`src/rtl/snake_game_ctrl_if.sv`:
```
// Signal bundle between the snake game controller (master) and its
// input/debounce and snake datapath neighbours (slave).
interface snake_game_ctrl_if;
  logic       start;
  logic       pause;
  logic       slow;
  logic       dir_valid;
  logic [1:0] dir_req;
  logic       hit_boundary;
  logic       hit_self;
  logic       get_food;
  logic [5:0] snake_length;
  logic [1:0] game_state;
  logic [1:0] next_direction;
  logic       step;
  logic       food_req;
  logic [7:0] score;
  logic       win;

  modport master (
    input  start, pause, slow, dir_valid, dir_req,
    input  hit_boundary, hit_self, get_food, snake_length,
    output game_state, next_direction, step, food_req, score, win
  );

  modport slave (
    output start, pause, slow, dir_valid, dir_req,
    output hit_boundary, hit_self, get_food, snake_length,
    input  game_state, next_direction, step, food_req, score, win
  );
endinterface

```
`src/rtl/snake_game_ctrl.sv`:
```
// Snake game-flow controller: game FSM, move tick, direction filter and score.
// Optional feature macro SNAKE_SPEEDUP_EN: move period shrinks as the score grows.
module snake_game_ctrl #(
  parameter int TICK_FAST    = 25_000_000,
  parameter int TICK_SLOW    = 50_000_000,
  parameter int TICK_MIN     = 5_000_000,
  parameter int SPEEDUP_STEP = 1_000_000,
  parameter int MAX_LEN      = 63
) (
  input logic               clk,
  input logic               rst_n,
  snake_game_ctrl_if.master bus
);

  typedef enum logic [1:0] {
    ST_RUNNING = 2'b00,
    ST_DIE     = 2'b01,
    ST_INITIAL = 2'b10,
    ST_PAUSED  = 2'b11
  } state_e;

  localparam logic [1:0] DIR_UP    = 2'b00;
  localparam logic [5:0] MAX_LEN_L = 6'(MAX_LEN);
`ifdef SNAKE_SPEEDUP_EN
  localparam logic SPEEDUP_ON = 1'b1;
`else
  localparam logic SPEEDUP_ON = 1'b0;
`endif

  state_e      state_r, state_s;
  logic [31:0] cnt_r, cnt_s;
  logic [31:0] cut_s, fast_s, period_s, period_m1_s;
  logic        step_r, step_s;
  logic        food_req_r, food_req_s;
  logic        win_r, win_s;
  logic [1:0]  dir_r, dir_s;
  logic [1:0]  pend_dir_r, pend_dir_s;
  logic        pend_vld_r, pend_vld_s;
  logic [7:0]  score_r, score_s;
  logic        start_d_r, food_d_r;
  logic        start_rise_s, food_ok_s, dir_ok_s, collide_s, full_s, win_hit_s;

  assign start_rise_s = bus.start & ~start_d_r;
  assign food_ok_s    = bus.get_food & ~food_d_r & (state_r == ST_RUNNING);
  assign collide_s    = bus.hit_boundary | bus.hit_self;
  assign full_s       = (bus.snake_length >= MAX_LEN_L);
  assign win_hit_s    = (state_r == ST_RUNNING) & ~collide_s & full_s;
  // A request that exactly reverses the committed direction is dropped (UP^1=DOWN, RIGHT^1=LEFT)
  assign dir_ok_s     = bus.dir_valid &
                        ((state_r == ST_RUNNING) | (state_r == ST_PAUSED)) &
                        (bus.dir_req != (dir_r ^ 2'b01));

  // Move period for the current speed setting
  always_comb begin
    cut_s  = 32'd0;
    fast_s = 32'(TICK_FAST);
    if (SPEEDUP_ON) begin
      cut_s = 32'(score_r) * 32'(SPEEDUP_STEP);
      if (cut_s + 32'(TICK_MIN) >= 32'(TICK_FAST)) fast_s = 32'(TICK_MIN);
      else fast_s = 32'(TICK_FAST) - cut_s;
    end else begin
      cut_s = 32'd0;
    end
    if (!bus.slow) period_s = fast_s;
    else if (SPEEDUP_ON) period_s = fast_s << 1;
    else period_s = 32'(TICK_SLOW);
  end

  assign period_m1_s = period_s - 32'd1;

  // Game state next-state logic; collision beats win beats pause
  always_comb begin
    state_s = state_r;
    case (state_r)
      ST_INITIAL: begin
        if (start_rise_s) state_s = ST_RUNNING;
        else state_s = ST_INITIAL;
      end
      ST_RUNNING: begin
        if (collide_s) state_s = ST_DIE;
        else if (full_s) state_s = ST_DIE;
        else if (bus.pause) state_s = ST_PAUSED;
        else state_s = ST_RUNNING;
      end
      ST_PAUSED: begin
        if (bus.pause) state_s = ST_PAUSED;
        else state_s = ST_RUNNING;
      end
      ST_DIE: begin
        if (start_rise_s) state_s = ST_INITIAL;
        else state_s = ST_DIE;
      end
      default: state_s = ST_INITIAL;
    endcase
  end

  // Tick counter, direction commit, score and pulse next-values
  always_comb begin
    cnt_s      = cnt_r;
    pend_vld_s = pend_vld_r;
    pend_dir_s = pend_dir_r;
    dir_s      = dir_r;
    score_s    = score_r;
    win_s      = win_r;
    if (state_s == ST_INITIAL) begin
      cnt_s      = 32'd0;
      pend_vld_s = 1'b0;
      pend_dir_s = DIR_UP;
      dir_s      = DIR_UP;
      score_s    = 8'd0;
      win_s      = 1'b0;
    end else begin
      // Clamping at P-1 makes a shortened period fire on the next cycle
      if (state_r == ST_RUNNING) begin
        if (step_r) cnt_s = 32'd0;
        else if (cnt_r >= period_m1_s) cnt_s = period_m1_s;
        else cnt_s = cnt_r + 32'd1;
      end else if (state_r == ST_INITIAL) begin
        cnt_s = 32'd0;
      end else begin
        cnt_s = cnt_r;
      end
      if (step_r) begin
        pend_vld_s = 1'b0;
        pend_dir_s = DIR_UP;
        if (dir_ok_s) dir_s = bus.dir_req;
        else if (pend_vld_r) dir_s = pend_dir_r;
        else dir_s = dir_r;
      end else if (dir_ok_s) begin
        pend_vld_s = 1'b1;
        pend_dir_s = bus.dir_req;
      end else begin
        pend_vld_s = pend_vld_r;
      end
      if (food_ok_s && (score_r != 8'hFF)) score_s = score_r + 8'd1;
      else score_s = score_r;
      if (win_hit_s) win_s = 1'b1;
      else win_s = win_r;
    end
    step_s     = (state_s == ST_RUNNING) && (cnt_s == period_m1_s);
    food_req_s = food_ok_s && (state_s == ST_RUNNING);
  end

  // Game state register
  always_ff @(posedge clk or negedge rst_n) begin
    if (!rst_n) begin
      state_r <= ST_INITIAL;
    end else begin
      state_r <= state_s;
    end
  end

  // Datapath and output registers
  always_ff @(posedge clk or negedge rst_n) begin
    if (!rst_n) begin
      cnt_r      <= 32'd0;
      step_r     <= 1'b0;
      food_req_r <= 1'b0;
      win_r      <= 1'b0;
      dir_r      <= DIR_UP;
      pend_dir_r <= DIR_UP;
      pend_vld_r <= 1'b0;
      score_r    <= 8'd0;
      start_d_r  <= 1'b0;
      food_d_r   <= 1'b0;
    end else begin
      cnt_r      <= cnt_s;
      step_r     <= step_s;
      food_req_r <= food_req_s;
      win_r      <= win_s;
      dir_r      <= dir_s;
      pend_dir_r <= pend_dir_s;
      pend_vld_r <= pend_vld_s;
      score_r    <= score_s;
      start_d_r  <= bus.start;
      food_d_r   <= bus.get_food;
    end
  end

  assign bus.game_state     = state_r;
  assign bus.next_direction = dir_r;
  assign bus.step           = step_r;
  assign bus.food_req       = food_req_r;
  assign bus.score          = score_r;
  assign bus.win            = win_r;

endmodule

```
`src/flat_wrapper.sv`:
```
// flat-port wrapper written by rule: the top's interface ports become plain ports
module snake_game_ctrl_flat 
#(
  parameter int TICK_FAST    = 25_000_000,
  parameter int TICK_SLOW    = 50_000_000,
  parameter int TICK_MIN     = 5_000_000,
  parameter int SPEEDUP_STEP = 1_000_000,
  parameter int MAX_LEN      = 63
)
  (clk, rst_n, bus_start, bus_pause, bus_slow, bus_dir_valid, bus_dir_req, bus_hit_boundary, bus_hit_self, bus_get_food, bus_snake_length, bus_game_state, bus_next_direction, bus_step, bus_food_req, bus_score, bus_win);
  snake_game_ctrl_if bus_i ();
  input logic clk;
  input logic rst_n;
  input wire logic [$bits(bus_i.start)-1:0] bus_start;
  input wire logic [$bits(bus_i.pause)-1:0] bus_pause;
  input wire logic [$bits(bus_i.slow)-1:0] bus_slow;
  input wire logic [$bits(bus_i.dir_valid)-1:0] bus_dir_valid;
  input wire logic [$bits(bus_i.dir_req)-1:0] bus_dir_req;
  input wire logic [$bits(bus_i.hit_boundary)-1:0] bus_hit_boundary;
  input wire logic [$bits(bus_i.hit_self)-1:0] bus_hit_self;
  input wire logic [$bits(bus_i.get_food)-1:0] bus_get_food;
  input wire logic [$bits(bus_i.snake_length)-1:0] bus_snake_length;
  output wire logic [$bits(bus_i.game_state)-1:0] bus_game_state;
  output wire logic [$bits(bus_i.next_direction)-1:0] bus_next_direction;
  output wire logic [$bits(bus_i.step)-1:0] bus_step;
  output wire logic [$bits(bus_i.food_req)-1:0] bus_food_req;
  output wire logic [$bits(bus_i.score)-1:0] bus_score;
  output wire logic [$bits(bus_i.win)-1:0] bus_win;
  assign bus_i.start = bus_start;
  assign bus_i.pause = bus_pause;
  assign bus_i.slow = bus_slow;
  assign bus_i.dir_valid = bus_dir_valid;
  assign bus_i.dir_req = bus_dir_req;
  assign bus_i.hit_boundary = bus_hit_boundary;
  assign bus_i.hit_self = bus_hit_self;
  assign bus_i.get_food = bus_get_food;
  assign bus_i.snake_length = bus_snake_length;
  assign bus_game_state = bus_i.game_state;
  assign bus_next_direction = bus_i.next_direction;
  assign bus_step = bus_i.step;
  assign bus_food_req = bus_i.food_req;
  assign bus_score = bus_i.score;
  assign bus_win = bus_i.win;
  snake_game_ctrl #(.TICK_FAST(TICK_FAST), .TICK_SLOW(TICK_SLOW), .TICK_MIN(TICK_MIN), .SPEEDUP_STEP(SPEEDUP_STEP), .MAX_LEN(MAX_LEN)) u_core (.clk(clk), .rst_n(rst_n), .bus(bus_i));
endmodule
```
`config.mk`:
```
export PLATFORM = sky130hd
export DESIGN_NAME = snake_game_ctrl_flat
export DESIGN_NICKNAME = d
export VERILOG_FILES = /design/src/rtl/snake_game_ctrl_if.sv /design/src/rtl/snake_game_ctrl.sv /design/src/flat_wrapper.sv
export SDC_FILE = /design/constraint.sdc
export NUM_CORES = 1
export LEC_CHECK = 0
export CORE_MARGIN = 1.5
export CORE_UTILIZATION = 52
export DETAILED_ROUTE_END_ITERATION = 16
export PLACE_DENSITY_LB_ADDON = 0.05
export SYNTH_ARGS = -nofsm -noshare
export SYNTH_HDL_FRONTEND = slang
export SYNTH_SLANG_ARGS = --single-unit
```
`constraint.sdc`:
```
create_clock -name clk -period 2.68 [get_ports clk]
set_input_delay 0.536 -clock clk [delete_from_list [all_inputs] [get_ports clk]]
set_output_delay 0.536 -clock clk [all_outputs]
set_load 0.02 [all_outputs]
```
==> flow_summary.yaml, run 1 <==
outcome:
  run_status: "complete, but fails checks"
  violations: "negative setup slack"
global_route:
  grt_max_degree: 32
  first_global_vias: 3551
  grt_antenna_before_repair: 0
  grt_first_pass_wirelength_um: 17800
  grt-ovfl-total: 0
  track_usage_pct: 31.2
logic_synthesis:
  synth.net_count: 426
  ys_dominant_reg_cell: "dfrtp_1"
  syn_avg_cell_area_um2: 8.75
  synth_cell_types: 67
  yosysTopAreaCell: "dfrtp_1"
  netlist_area_um2: 3450
  ys_top_cells_by_area: "dfrtp_1 37%, ha_1 5.4%, nor2_1 4.9%"
  synth_top_area_share_pct: 37.0
  ys_seq_area_share_pct: 37.8
  netlist_instances: 394
  yosys_warnings: 0
  ys_ff_latch: 52
  ys_async_sr_fraction_pct: 100
  synth_edf_count: 0
critical_path:
  path_max_fanout: 7
  cp_common_cell: "buf_4"
  slowest_delay_ns: 0.38
  cp-end-kind: "register"
  crit_arrival_ns: 3.23
  crit_chain: "buf_8, buf_4, ha_4, nand3_4, nor4_4, o2111ai_2, buf_4, a211oi_4, buf_4, a21oi_2, nor4b_2, nand3_1, a2111oi_4"
  startpoint_type: "input pin"
  worstPathRequired_ns: 2.89
  path_class: "input pin to register"
  worst-path-buf-inv: 4
  cpMaxStageDelayCell: "a2111oi_4"
  path_delay_family: "compound AO/OA/AOI/OAI gates"
finish:
  final_util_pct: 78.4
  layout.nets: 552
  fin_area_um2: 5000
  drive_above_1_share_pct: 30.7
  final_cell_count_no_fill: 598
  diodes: 0
  syn_to_final_growth_pct: 45.2
floorplan:
  start_util_pct: 54.0
  dieWidth_um: 84.4
  io_pins: 32
  die_y_um: 84.4
  die_area_um2: 7130
  rows: 29
  coreArea_um2: 6390
place:
  gp_congestion: 0.976
  hpwl_um: 8080
  pre_cts_slack_ns: -1.11
  port_buffers: 31
  dpl_cell_area_um2: 4560
  place_inst: 578
timing:
  period_share_pct: 113
  maxSlewHeadroom_pct: 67.1
  final_hold_viol_count: 0
  rsz0062_at_grt: "true"
  maxSlewViolCount: 0
  fin_crit_ns: 3.02
  worst_pin_slew_ns: 0.494
  timing.final.ws_setup_ns: -0.336
  fmax_mhz: 332
  setup_violations: 1
  clock_skew_ns: 0.00797
clocking:
  cts_tree: "built"
  clock_path_buffers: 2
  htree_num_levels: 2
  cts-root-buf: "clkbuf_8"
  clkSlewWorstSetupHoldPaths_ns: 0.11
  numCtsBuffers: 5
  cts.sinks: 52
  clk_latency_ns: 0.32
  ctsHoldBuffers: 0
route:
  viasPerCell: 6.41
  drtPass1Iterations: 5
  routed_wl_um: 11600
  drtIter0Drc: 340
  met1Wirelength_um: 4910
  wl_met3_um: 949
  routedWlPerCell_um: 19.4
  antenna_left: 0
  via_count: 3833
  drc_errors: 0
  wl_met2_um: 5390
  maxUsedRoutingLayer: "met4"
worst_hold_path:
  min_path_type: "input pin to async pin"
power:
  power_mw: 3.41
  powerDensity_nw_per_um2: 682
  p_leak_nw: 2.23
  ir_worst_vdd_uv: 701
job:
  max_cap_violations: 0
per-stage QoR:
step / hold WS [ns] / setup TNS (ns)
3_3_place_gp: 0.477 / -11.08
4_1_cts: 0.184 / -0.213
2_1_floorplan: 0.240 / -0.281
3_5_place_dp: 0.491 / -12.65
5_1_grt: 0.203 / -0.489
6_report: 0.166 / -0.336
Yosys cell counts (3+ instances only):
cell type and instances:
nor3_1 17, mux2i_1 3, nand4_1 9, o31ai_1 3, a31oi_1 4, and2_1 5, nor3b_1 5, nand3_1 20
ha_1 15, a221oi_1 3, nor4_1 12, and4_1 4, and3_1 12, or3_1 5, nor4b_1 3, clkbuf_1 11
xor2_1 5, buf_2 4, nand2b_1 3, o311ai_0 3, dfrtp_1 51, a211oi_1 4, nor2b_1 7, o21ai_0 20
inv_1 9, nand2_1 30, a21oi_1 28, nor2_1 45
cell type report:
class	instances	area, um^2
clock buffer	5	68.8
clock inverter	3	25.0
fill	436	1380
inverter	9	37.5
multi-input combinational	315	2300
sequential	52	1300
tap	77	96.3
timing repair buffer	137	1180
sequential cells by signal (all words and copies together) (netlist names):
name / flops
u_core.cnt_r: 32
u_core.bus.step: 1
u_core.bus.score: 8
u_core.pend_dir_r: 2
u_core.bus.game_state: 2
u_core.bus.food_req: 1
u_core.start_d_r: 1
u_core.bus.next_direction: 2
u_core.pend_vld_r: 1
u_core.bus.win: 1
u_core.food_d_r: 1
power breakdown:
part           total (mW)  internal [mW]  switching (mW)
registers           0.965          0.889          0.0757
logic                1.96          0.837            1.12
clock network       0.492          0.191           0.301
total                3.41           1.92            1.50
worst reg2reg max path: cells and delay by family (launching register included):
family                   cells  cell delay [ns]
buffers and inverters        1             0.18
adder cells (fa/ha/maj)      1             0.23
AND/OR/NAND/NOR              6             1.38
AO/OA/AOI/OAI                2             0.64
flip-flops                   1             0.42
layer usage:
metal  vias to the layer above  GRT usage (%)
met5                         -              0
met4                         0           7.18
met3                        44           5.51
met2                       217           49.2
met1                      1838           45.2
li1                       1734              -
repair_timing:
action	CTS	global route
pin swaps	14	18
gates resized for setup	18	22
buffers inserted	9	2
endpoints found under the setup margin	22	3
cloned	0	1
cell usage in the layout (no fill, tap or decap), drive strengths merged, types with 4 or more instances in the layout:
| cell type | count |
|---|---|
| buf | 107 |
| dfrtp | 51 |
| nor2 | 45 |
| nand2 | 32 |
| clkdlybuf4s50 | 29 |
| a21oi | 28 |
| o21ai | 22 |
| nand3 | 20 |
| nor3 | 19 |
| ha | 15 |
| nor4 | 13 |
| and3 | 12 |
| inv | 10 |
| nand4 | 9 |
| a211oi | 8 |
| nor2b | 7 |
| clkbuf | 6 |
| and2 | 5 |
| or3 | 5 |
| xor2 | 5 |
| nor3b | 5 |
| a31oi | 4 |
| o311ai | 4 |
| and4 | 4 |
| nor4b | 4 |
worst paths after layout:
check                                           start                         end  slack [ns]  cells past startpoint
setup / recovery                             bus_slow   u_core.bus.step$_DFF_PN0_       -0.34                     13
hold / removal                                  rst_n  u_core.cnt_r[27]$_DFF_PN0_        0.17                      1
setup reg to reg            u_core.cnt_r[0]$_DFF_PN0_   u_core.bus.step$_DFF_PN0_       -0.28                     10
hold reg to reg            u_core.bus.win$_DFFE_PN0P_  u_core.bus.win$_DFFE_PN0P_        0.51                      2
max in group asynchronous                       rst_n  u_core.cnt_r[22]$_DFF_PN0_        1.73                      2
min in group clk           u_core.bus.win$_DFFE_PN0P_  u_core.bus.win$_DFFE_PN0P_        0.51                      2
cells by family (layout without fill, tap and decap cells):
family                     Yosys count  in the layout  share of synthesized area [%]
and+or+nand+nor                    192            192                           30.2
xor gates and xnor gates             7              7                           1.78
DFF                                 52             52                           37.8
muxes                                3              3                          0.871
buffers and inverters               27            154                           3.45
AOI/OAI and AO/OA                   98             98                           20.4
adders and majority gates           15             15                           5.44
No activity file was read; power rests on OpenSTA's default activity.
==> run 2, diff against run 1 <==
- CTS_CLUSTER_SIZE: unset -> 10
==> results of run 2 <==
Same layout as run 1: the final DEF is identical, and so are final timing and power.
